==> config.mk <==
export PLATFORM = sky130hd
export DESIGN_NAME = data_axi_if
export DESIGN_NICKNAME = d
export VERILOG_FILES = /design/src/rtl/data_axi_if.sv
export SDC_FILE = /design/constraint.sdc
export NUM_CORES = 1
export LEC_CHECK = 0
export ABC_AREA = 1
export BUFFER_PORTS_ARGS = -buffer_cell sky130_fd_sc_hd__buf_2
export CORE_MARGIN = 2
export CORE_UTILIZATION = 30
export DETAILED_ROUTE_END_ITERATION = 7
export PLACE_DENSITY = 0.6
export SYNTH_ARGS = -nofsm -noshare
export SYNTH_HDL_FRONTEND = slang
export SYNTH_SLANG_ARGS = --single-unit
==> constraint.sdc <==
create_clock -name clk -period 1.5 [get_ports clk]
set_input_delay 0.45 -clock clk [delete_from_list [all_inputs] [get_ports clk]]
set_output_delay 0.45 -clock clk [all_outputs]
set_load 0.02 [all_outputs]
==> src/rtl/data_axi_if.sv <==
// Data-side memory port: one load/store from the memory stage
// becomes one single-beat AXI transaction, stalling until done.
module data_axi_if #(
   parameter logic [3:0] AXI_ID = 4'd1
) (
   input  logic        clk,
   input  logic        rst,
   input  logic        req,
   input  logic        wr,
   input  logic [1:0]  size,
   input  logic [31:0] addr,
   input  logic [31:0] wdata,
   input  logic [3:0]  wstrb_in,
   input  logic        inst_stall,
   output logic [31:0] rdata,
   output logic        data_stall,
   output logic [3:0]  arid,
   output logic [31:0] araddr,
   output logic [7:0]  arlen,
   output logic [2:0]  arsize,
   output logic [1:0]  arburst,
   output logic        arvalid,
   input  logic        arready,
   input  logic [3:0]  rid,
   input  logic [31:0] rdata_axi,
   input  logic [1:0]  rresp,
   input  logic        rlast,
   input  logic        rvalid,
   output logic        rready,
   output logic [3:0]  awid,
   output logic [31:0] awaddr,
   output logic [7:0]  awlen,
   output logic [2:0]  awsize,
   output logic [1:0]  awburst,
   output logic        awvalid,
   input  logic        awready,
   output logic [31:0] wdata_axi,
   output logic [3:0]  wstrb,
   output logic        wlast,
   output logic        wvalid,
   input  logic        wready,
   input  logic [3:0]  bid,
   input  logic [1:0]  bresp,
   input  logic        bvalid,
   output logic        bready
);

   typedef enum logic [2:0] {
      IDLE, AR, R, AWW, B, DONE
   } state_t;

   state_t      state, state_n;
   logic [1:0]  size_q, size_n;
   logic [31:0] araddr_n, awaddr_n;
   logic [31:0] wdata_n, rdata_n;
   logic [3:0]  wstrb_n;
   logic        arvalid_n, awvalid_n, wvalid_n;
   logic        aw_done, aw_done_n;
   logic        w_done, w_done_n;
   logic        aw_hs, w_hs;
   logic [31:0] paddr;
   logic        unused_ok;

   // kseg0/kseg1 fold onto the low 512 MB physical window
   assign paddr = (addr[31:30] == 2'b10)
                ? {3'b000, addr[28:0]} : addr;

   assign aw_hs = awvalid & awready;
   assign w_hs  = wvalid & wready;

   assign arid    = AXI_ID;
   assign awid    = AXI_ID;
   assign arlen   = 8'd0;
   assign awlen   = 8'd0;
   assign arburst = 2'b01;
   assign awburst = 2'b01;
   assign wlast   = 1'b1;
   assign arsize  = {1'b0, size_q};
   assign awsize  = {1'b0, size_q};

   assign rready = (state == R);
   assign bready = (state == B);
   assign data_stall = rst & req & (state != DONE);

   assign unused_ok = ^{rid, rresp, rlast, bid, bresp};

   always_comb begin
      state_n   = state;
      size_n    = size_q;
      araddr_n  = araddr;
      awaddr_n  = awaddr;
      wdata_n   = wdata_axi;
      wstrb_n   = wstrb;
      rdata_n   = rdata;
      arvalid_n = arvalid;
      awvalid_n = awvalid;
      wvalid_n  = wvalid;
      aw_done_n = aw_done;
      w_done_n  = w_done;
      unique case (state)
         IDLE: begin
            if (req) begin
               size_n = size;
               if (wr) begin
                  awaddr_n  = paddr;
                  wdata_n   = wdata;
                  wstrb_n   = wstrb_in;
                  awvalid_n = 1'b1;
                  wvalid_n  = 1'b1;
                  aw_done_n = 1'b0;
                  w_done_n  = 1'b0;
                  state_n   = AWW;
               end else begin
                  araddr_n  = paddr;
                  arvalid_n = 1'b1;
                  state_n   = AR;
               end
            end
         end
         AR: begin
            if (arvalid & arready) begin
               arvalid_n = 1'b0;
               state_n   = R;
            end
         end
         R: begin
            if (rvalid) begin
               rdata_n = rdata_axi;
               state_n = DONE;
            end
         end
         AWW: begin
            if (aw_hs) begin
               awvalid_n = 1'b0;
               aw_done_n = 1'b1;
            end
            if (w_hs) begin
               wvalid_n = 1'b0;
               w_done_n = 1'b1;
            end
            // both channels may complete in the same cycle
            if ((aw_done | aw_hs) & (w_done | w_hs)) begin
               aw_done_n = 1'b0;
               w_done_n  = 1'b0;
               state_n   = B;
            end
         end
         B: begin
            if (bvalid) state_n = DONE;
         end
         DONE: begin
            if (!inst_stall) state_n = IDLE;
         end
         default: state_n = IDLE;
      endcase
   end

   always_ff @(posedge clk) begin
      if (!rst) begin
         state     <= IDLE;
         size_q    <= 2'd0;
         araddr    <= 32'd0;
         awaddr    <= 32'd0;
         wdata_axi <= 32'd0;
         wstrb     <= 4'd0;
         rdata     <= 32'd0;
         arvalid   <= 1'b0;
         awvalid   <= 1'b0;
         wvalid    <= 1'b0;
         aw_done   <= 1'b0;
         w_done    <= 1'b0;
      end else begin
         state     <= state_n;
         size_q    <= size_n;
         araddr    <= araddr_n;
         awaddr    <= awaddr_n;
         wdata_axi <= wdata_n;
         wstrb     <= wstrb_n;
         rdata     <= rdata_n;
         arvalid   <= arvalid_n;
         awvalid   <= awvalid_n;
         wvalid    <= wvalid_n;
         aw_done   <= aw_done_n;
         w_done    <= w_done_n;
      end
   end

endmodule

==> results.md <==
- TritonCTS clock tree: yes
- Total GRT Usage: 16.9%
- Status: finished with violations
- Kind of critical path: flop to output pin
- CTS Sinks: 142
- Ant. Diodes: 0
- Pin count of the biggest net entering global routing: 54
- Cell family contributing the most delay on the critical path: flip-flops
- Synth top area cells: dfxtp_1 (51%), nor2_1 (9.2%), a21oi_1 (7.1%)
- Number of buffers created by CTS: 17
- Min-Delay Path Class: input port to flop
- Crit path max fanout: 3
- First-pass GRT wire length: 26500 µm
- Cell Count, Final, Fillers Out: 1210
- Worst Tran Pin Value: 511 ps
- Die area: 19500 µm²
- Synth Warn #: 0
- Synth Flop Type: dfxtp_1
- Crit share post-route: 110%
- Proportion of layout cells with a drive suffix above 1: 38.2%
- Fraction of registers with async set/reset: 0%
- Initial Util: 30.7%
- Port Buffers: 253
- PwrDens: 1600 nW/µm²
- Number of global-route vias before repair: 5082
- Placed cell count: 1161
- Die width: 140 µm
- Gpl congestion: 0.752
- Sequence of cells on the critical path: buf_6 -> nand3_4 -> nand3_2 -> inv_2 -> buf_6
- Peak supply drop: 0.000870 V
- Crit path arrival time: 1200 ps
- Worst skew pair latency: 420 ps
- WP buf/inv: 3
- Slew HR: 65.9%
- WL final: 17400 µm
- Slowest cell on the critical path: dfxtp_4
- Core Util, Final: 44.0%
- Avg Synthesized Cell Area: 7.81 µm²
- CP Capture Type: output pin
- Hold Crit Start: addr[28]
- Crit path from: state[0]
- Area Growth Syn to Fin: 43.6%
- Vias/cell: 4.56
- Worst hold slack: 264 ps
- Top-count cell post-synth: dfxtp_1
- Final instance area: 7930 µm²
- EDFF count, synth: 0
- Req. time, crit path: 1050 ps
- Worst path most repeated cell: buf_6
- CTS Root Cell: clkbuf_16
- DR pass1 iterations: 4
- Post-route setup slack: -153 ps
- Routed len/inst: 14.4 µm
- Synth top area share: 51.4%
- Mapped cell area: 5530 µm²
- Setup Viol. Count Final: 3
- Leakage: 3.75 nW
- Core ar.: 18000 µm²
- Synth area leader: dfxtp_1
- Max cap viols: 0
- Slowest stage delay, CP: 360 ps
- Clock Path Buffers: 2
- Dpl hpwl: 11300 µm
- Row Count: 49
- Via count: 5523
- Sequential share of the synthesized area: 51.4%
- Slew Viols, Final: 0
- Mapped Cells: 708
- Cell variety after synth: 25
- Die Ht: 140 µm
- Dpl cell area: 6980 µm²
- Num ports: 298
- Remaining antenna violation count: 0
- Initial DRC count: 283
- Critical Path Start Type: flop
- Nets@finish: 1093
- Post-synthesis register bit count: 142
- CTS clock-pin slew for the worst setup and hold paths: 60 ps
- Htree depth: 4
- Max Clock Freq: 605 MHz
- RSZ-0062 raised after global routing: true
- Failing checks: setup timing
- Initial antenna violation count: 0
- Post-synth top cells: dfxtp_1 (142), nor2_1 (135), nand2_1 (96), a21oi_1 (78), nand3_1 (73)
- Hold Fails Final Rpt: 0
- DRC errors left: 0
- Min cycle time layout: 1650 ps
- RR Startpoint: state[1]
- Grt ovf: 0
- Setup TNS: -362 ps
- Clock skew: 7.57 ps
-- layout make-up --
cell class | count | area, µm²
multi-input combinational | 493 | 2320
timing repair buffer | 295 | 1830
sequential | 142 | 2850
clock inverter | 15 | 146
fill | 1866 | 10100
clock buffer | 17 | 425
inverter | 19 | 73.8
tap | 229 | 287
-- placed cells by master (no fill, tap or decap), types with 19 or more instances in the layout --
cell type | synthesis | final
dfxtp_1 | 142 | 139
a21oi_1 | 78 | 76
o21ai_0 | 67 | 53
nor2_1 | 135 | 128
buf_2 | 9 | 250
clkbuf_16 | 0 | 20
conb_1 | 2 | 31
nand3_1 | 73 | 71
nand2_1 | 96 | 92
buf_4 | 47 | 19
-- path summary, 6_finish.rpt --
path	endpoint	slack, ps	cells after the start
min	araddr[28]	260	3
max	data_stall	-150	5
max reg2reg	araddr[12]	30	8
min reg2reg	awaddr[2]	460	2
-- tightest hold or removal path: cells and delay by family --
family | cells | cell delay (ps)
buffers and inverters | 1 | 90
and+or+nand+nor | 2 | 110
-- registers in the layout, indices dropped and copies added, names as in the netlist --
signal,flops
wstrb,4
araddr,32
wdata_axi,32
wvalid,1
rdata,32
awaddr,32
w_done,1
arvalid,1
size_q,2
aw_done,1
awvalid,1
state,3
-- power breakdown --
group	internal, W	total [W]	switching [W]
logic	0.00154	0.00400	0.00246
registers	0.00432	0.00462	0.000298
clock network	0.00244	0.00410	0.00166
total	0.00830	0.0127	0.00442
-- routing by layer --
metal  up-vias  global-route usage, %  wire length, µm
li1       2768                      -                -
met1      2541                   20.6             7630
met2       198                   28.4             8400
met3        16                   5.71             1190
met4         0                   4.79              211
met5         -                      0                0
-- cell families after synthesis --
kind of cell / after synthesis / share of synthesized area (%)
buffers and inverters: 102 / 10.9
flip-flops: 142 / 51.4
AO/OA/AOI/OAI: 149 / 13.7
AND/OR/NAND/NOR: 313 / 23.8
other: 2 / 0.136
-- stage by stage --
| step | total power, W | setup slack [ps] |
|---|---|---|
| final | 0.0127 | -153 |
| after CTS | 0.0126 | -170 |
| after global routing | 0.0135 | -208 |
| after floorplan | 0.00699 | 46.5 |
| after global placement | 0.00815 | 24.9 |
| after detailed placement | 0.00817 | 21.0 |
-- repair_timing --
item                                   CTS  global route
cloned                                   0             4
pin swaps                                3            16
hold buffers                             0             0
buffers inserted                         9             4
endpoints found under the hold margin    0             0
setup endpoints to repair                3            30
gates resized for setup                 22            51
Note: power is estimated with default switching activity, not from simulation.
